## config.mk

```make
export PLATFORM = sky130hd
export DESIGN_NAME = cache_arbiter
export DESIGN_NICKNAME = d
export VERILOG_FILES = /design/src/rtl/cache_arbiter.sv
export SDC_FILE = /design/constraint.sdc
export NUM_CORES = 1
export LEC_CHECK = 0
export ABC_AREA = 0
export ABC_CLOCK_PERIOD_IN_PS = 1600
export BUFFER_PORTS_ARGS = -buffer_cell sky130_fd_sc_hd__buf_2
export CORE_AREA = 2 2 534 536
export CTS_CLUSTER_DIAMETER = 80
export DETAILED_ROUTE_END_ITERATION = 7
export DIE_AREA = 0 0 536 538
export PLACE_DENSITY = 0.3
export REMOVE_ABC_BUFFERS = 1
export SLEW_MARGIN = 40
export SYNTH_ARGS = -nofsm -noshare
export SYNTH_HDL_FRONTEND = slang
export SYNTH_SLANG_ARGS = --single-unit
```

## constraint.sdc

```tcl
create_clock -name clk -period 1.6 [get_ports clk]
set_clock_uncertainty 0.05 [all_clocks]
set_input_delay 0.32 -clock clk [delete_from_list [all_inputs] [get_ports clk]]
set_output_delay 0.32 -clock clk [all_outputs]
set_load 0.1 [all_outputs]
```

## src/rtl/cache_arbiter.sv

```systemverilog
// Two-requester (I-cache / D-cache) arbiter in front of one physical-memory port.
// Round-robin on simultaneous requests; one transfer at a time, IDLE -> XFER -> RESP.
module cache_arbiter #(
  parameter int ADDR_W = 32,
  parameter int LINE_W = 256
) (
  input  logic              clk,
  input  logic              rst_n,
  input  logic              i_read,
  input  logic [ADDR_W-1:0] i_addr,
  output logic [LINE_W-1:0] i_rdata,
  output logic              i_resp,
  input  logic              d_read,
  input  logic              d_write,
  input  logic [ADDR_W-1:0] d_addr,
  input  logic [LINE_W-1:0] d_wdata,
  output logic [LINE_W-1:0] d_rdata,
  output logic              d_resp,
  output logic              pmem_read,
  output logic              pmem_write,
  output logic [ADDR_W-1:0] pmem_addr,
  output logic [LINE_W-1:0] pmem_wdata,
  input  logic [LINE_W-1:0] pmem_rdata,
  input  logic              pmem_resp,
  output logic              busy
);

  typedef enum logic [1:0] {IDLE, XFER, RESP} state_t;

  state_t            state, next_state;
  logic              last_grant;   // 0 = I-cache, 1 = D-cache
  logic              grant_d;
  logic              is_write;
  logic [ADDR_W-1:0] addr_q;
  logic [LINE_W-1:0] wdata_q;
  logic [LINE_W-1:0] line_buf;
  logic              i_req, d_req, grant, pick_d;

  assign i_req = i_read;
  assign d_req = d_read | d_write;
  assign grant = (state == IDLE) && (i_req || d_req);

  always_comb begin
    pick_d = d_req;
    if (i_req && d_req) pick_d = ~last_grant;
  end

  always_ff @(posedge clk or negedge rst_n) begin
    if (!rst_n) state <= IDLE;
    else        state <= next_state;
  end

  always_comb begin
    next_state = state;
    case (state)
      IDLE:    if (grant) next_state = XFER;
      XFER:    if (pmem_resp) next_state = RESP;
      RESP:    next_state = IDLE;
      default: next_state = IDLE;
    endcase
  end

  always_comb begin
    pmem_read  = 1'b0;
    pmem_write = 1'b0;
    i_resp     = 1'b0;
    d_resp     = 1'b0;
    case (state)
      XFER: begin
        pmem_read  = ~is_write;
        pmem_write = is_write;
      end
      RESP: begin
        i_resp = ~grant_d;
        d_resp = grant_d;
      end
      default: ;
    endcase
  end

  // Request is captured at grant so requesters may change their inputs mid-transfer.
  always_ff @(posedge clk or negedge rst_n) begin
    if (!rst_n) begin
      last_grant <= 1'b0;
      grant_d    <= 1'b0;
      is_write   <= 1'b0;
      addr_q     <= '0;
      wdata_q    <= '0;
      line_buf   <= '0;
    end else begin
      if (grant) begin
        last_grant <= pick_d;
        grant_d    <= pick_d;
        is_write   <= pick_d & d_write;
        addr_q     <= pick_d ? d_addr : i_addr;
        wdata_q    <= pick_d ? d_wdata : '0;
      end
      if (state == XFER && pmem_resp && !is_write) line_buf <= pmem_rdata;
    end
  end

  assign pmem_addr  = addr_q;
  assign pmem_wdata = wdata_q;
  assign i_rdata    = line_buf;
  assign d_rdata    = line_buf;
  assign busy       = (state != IDLE);

endmodule

```

* Yosys cells after proc, flatten, opt, wreduce, memory -nomap -nowiden
Cells that the tools add are included.
** Operators by class
- Reduce and logical (&&, ||, !) cells :: 9
- Bitwise operators :: 4
- Eq/ne operators :: 4
- Muxes and demuxes :: 10
** Operator list (count)
- $mux W256 :: 1
- $mux W32 :: 1
- $mux W1 :: 5
- $logic_and A1 B1 Y1 :: 4
- $mux W2 :: 2
- $ne A2 B2 Y1 const B :: 2
- $pmux W2 S2 :: 1
- $eq A2 B1 Y1 const B :: 1
- $eq A2 B2 Y1 const B :: 1
- $logic_not A2 Y1 :: 1
- $not A1 Y1 :: 2
- $reduce_and A2 Y1 :: 1
- $reduce_bool A2 Y1 :: 1
- $and A1 B1 Y1 :: 1
- $logic_not A1 Y1 :: 1
- $logic_or A1 B1 Y1 :: 1
- $or A1 B1 Y1 :: 1
** Storage, ports and cells
- Input bits :: 582
- Output and inout port bits :: 805
- Register bits :: 548
- Word-level logic and storage cells :: 33

* Logic depth before layout (Yosys ltp)
- Depth in word-level cells :: 5
- Mapped depth :: 6
- Gate-level depth less buffers :: 3

* Worst setup path before layout
No wires, ideal clock.
- Path type :: register to output
- From :: register grant_d
- To :: output i_resp
- Data required time :: 1230 ps
- Cell stages (with the launch flop) :: 2
- Setup slack :: -1391 ps
- Data arrival time :: 2621 ps
- Cells stage by stage :: dfrtp_1 nor3b_1
** On the way
- Cells in the longest elaborated chain, start to end :: 2
** Ends and longest elaborated chain
- from (decl) :: line 32 : logic grant_d;
- from (signal assigned) :: line 93 : grant_d <= pick_d;
- $not A1 Y1 :: line 74 : i_resp = ~grant_d;
- $mux W1 :: line 68 : case (state)
- to (decl) :: line 12 : output logic i_resp,
Every way passes these cells.

* Worst setup path after layout
Ends and elaborated chain as after synthesis.

==> results.py <==
metrics = {
    "critical_path": {
        "crit_type": "reg -> out",
        "crit_fanout": 3,
        "cp-start-kind": "flop",
        "critical_path_arrival_ns": 1.83,
        "worst_ep_required_time_ns": 1.23,
        "r2r_slack_ns": -0.42,
        "endpoint_kind": "output pin",
    },
    "clock_network": {
        "cts_buffers": 85,
        "root_buffer": "clkbuf_16",
        "cts_sinks": 548,
        "clock_path_buffers": 4,
        "htree_levels": 3,
        "worstSkewPairLatency_ns": 0.72,
        "cts_tree": "built",
        "clkTransAtPathRegs_ns": 0.05,
    },
    "place": {
        "place_area_um2": 36600,
        "dp.final_hpwl_um": 142000,
        "port_buffers": 1386,
        "gp_congestion": 0.819,
    },
    "yosys": {
        "synth_seq_cells": 548,
        "synth_area_um2": 22300,
        "netlist_instances": 1491,
        "yosysTopAreaCell": "dfrtp_1",
        "synth_ff_type": "dfrtp_1",
        "yosysSeqAreaShare_pct": 61.6,
        "syn_area_per_cell_um2": 14.9,
        "synth-async-reset-ratio_pct": 100,
        "synth_edf_count": 0,
        "synth_area_leaders": "dfrtp_1 62%, mux2_2 13%, a22o_1 10%, buf_4 9.4%, mux2_4 2.1%",
        "ys.warnings.count": 0,
        "netlist.area_leader.share_pct": 61.6,
        "synthDistinctLibCells": 22,
    },
    "final_layout": {
        "area.sequential_um2": 14100,
        "stdcell_area_um2": 58100,
        "nNetsFinal": 4110,
        "drive_gt1_share_pct": 68.5,
        "area.growth.synth_to_final_pct": 161,
        "multi_input_area_um2": 7060,
        "fillers": 30133,
    },
    "routing": {
        "dr.pass1.iters": 4,
        "final_antenna_net_count": 0,
        "vias": 21719,
        "via_per_inst": 2.94,
        "drtIter0Drc": 816,
        "finalWirelength_um": 183000,
        "drc": 0,
        "post_drt_wl_per_cell_um": 24.8,
    },
    "grt": {
        "grt_pass1_vias": 23558,
        "grt_max_degree": 59,
        "grt_use_met2_pct": 20.5,
        "grt.overflow.total": 0,
        "grt.met3_usage_pct": 4.28,
        "top_usage_layer": "met2",
        "antenna_found_initial": 117,
        "grt_pass1_wl_um": 229000,
        "met1_usage_pct": 13.2,
        "grt_usage_pct": 11.8,
    },
    "floorplan": {
        "core_area_um2": 283000,
        "die_h_um": 538,
        "num_rows": 196,
        "dieArea_um2": 288000,
        "ios": 1387,
        "dieWidth_um": 536,
        "initial_utilization_pct": 7.86,
    },
    "flow_run": {
        "drv_cap": 0,
    },
    "timing": {
        "rsz0062_at_grt": "yes",
        "period_needed_ns": 2.20,
        "maxSlewViolCount": 0,
        "worst_slack_ns": -0.599,
        "layout_worst_path_cycle_share_pct": 137,
        "worst_pin_slew_ns": 0.758,
        "setup_viol": 1360,
        "slew-limit-headroom_pct": 49.0,
        "hold_viol": 0,
        "max_freq_ghz": 0.455,
    },
    "hold_path": {
        "min_path_type": "in -> reg",
    },
    "outcome": {
        "status": "complete, but fails checks",
        "failed_checks": "negative setup slack",
    },
}
==> state kept, by name (all words and copies together) (netlist names) <==
signal / flops
d_rdata: 256
pmem_wdata: 256
pmem_addr: 32
state: 2
grant_d: 1
is_write: 1
==> logic make-up after synthesis <==
logic type	Yosys count	share of synthesized area, %
DFF	548	61.6
buffers and inverters	350	11.1
muxes	321	16.8
AOI/OAI and AO/OA	259	10.2
and+or+nand+nor	13	0.332
==> through the flow <==
stage,instances,hold slack (ns),util [%],setup TNS (ns),setup slack (ns)
floorplan,1142,-0.0256,-,-3961.91,-8.42
global placement,6438,0.0942,12.9,-154.65,-0.429
detailed placement,6438,0.0955,12.9,-150.79,-0.396
CTS,7280,0.0263,19.8,-392.83,-0.766
global route,7371,0.0880,20.5,-413.71,-0.762
finish,7392,0.136,20.5,-297.29,-0.599
==> timing repair <==
item,CTS,global route
gates resized for setup,2738,259
setup endpoints to repair,1348,1360
cloned,15,47
hold buffers,582,0
endpoints found under the hold margin,1094,0
buffers inserted,103,40
pin swaps,5,206
==> critical path, stage by stage, from the launching register on <==
cell and delay (ns):
dfrtp_1 0.38, buf_6 0.13, nor3b_4 0.27, buf_6 0.15, buf_12 0.16
==> cell usage in the layout (no fill, tap or decap), drive strengths merged <==
master and n:
dfrtp 548, clkbuf 148, nor2 3, and2 1, inv 12, o2bb2ai 1
mux2i 1, or2 3, buf 1682, nand2 2, diode 41, a21o 1
and3b 2, a22o 256, mux2 320, o21ai 1, dlygate4sd3 582, clkinvlp 1
nand2b 1, clkinv 19, nor3 1, bufinv 3, nor3b 1
==> final timing paths <==
kind | startpoint | endpoint | cells past startpoint
max reg2reg | state[0] | pmem_wdata[245] | 7
min in group asynchronous | rst_n | pmem_wdata[242] | 4
min | pmem_resp | state[1] | 4
min reg2reg | pmem_wdata[75] | pmem_wdata[75] | 1
max in group asynchronous | rst_n | pmem_addr[22] | 4
max | grant_d | i_resp | 4
==> layer usage <==
metal / wire, µm / vias up
li1: - / 9291
met1: 69400 / 10876
met5: 254 / -
met3: 15500 / 344
met4: 7160 / 36
met2: 90900 / 1172
==> area by class of cell <==
class | instances | share of cell area, %
antenna | 41 | 0.177
clock buffer | 114 | 4.13
clock inverter | 34 | 0.579
inverter | 1 | 0.00646
multi-input combinational | 594 | 12.2
sequential | 548 | 24.2
tap | 3762 | 8.10
timing repair buffer | 2298 | 50.6
==> cells in the mapped netlist, types with 2 or more instances <==
library cell  number
dfrtp_1          548
buf_4            280
mux2_2           260
a22o_1           256
buf_2             58
mux2_4            31
mux2_1            29
clkbuf_1           6
buf_6              5
nor2_1             3
and3b_1            2
nand2_1            2
or2_1              2
Power is left out: the tool's default activity adds up to more than one toggle a clock period on the data nets, which glitch-free logic cannot reach.
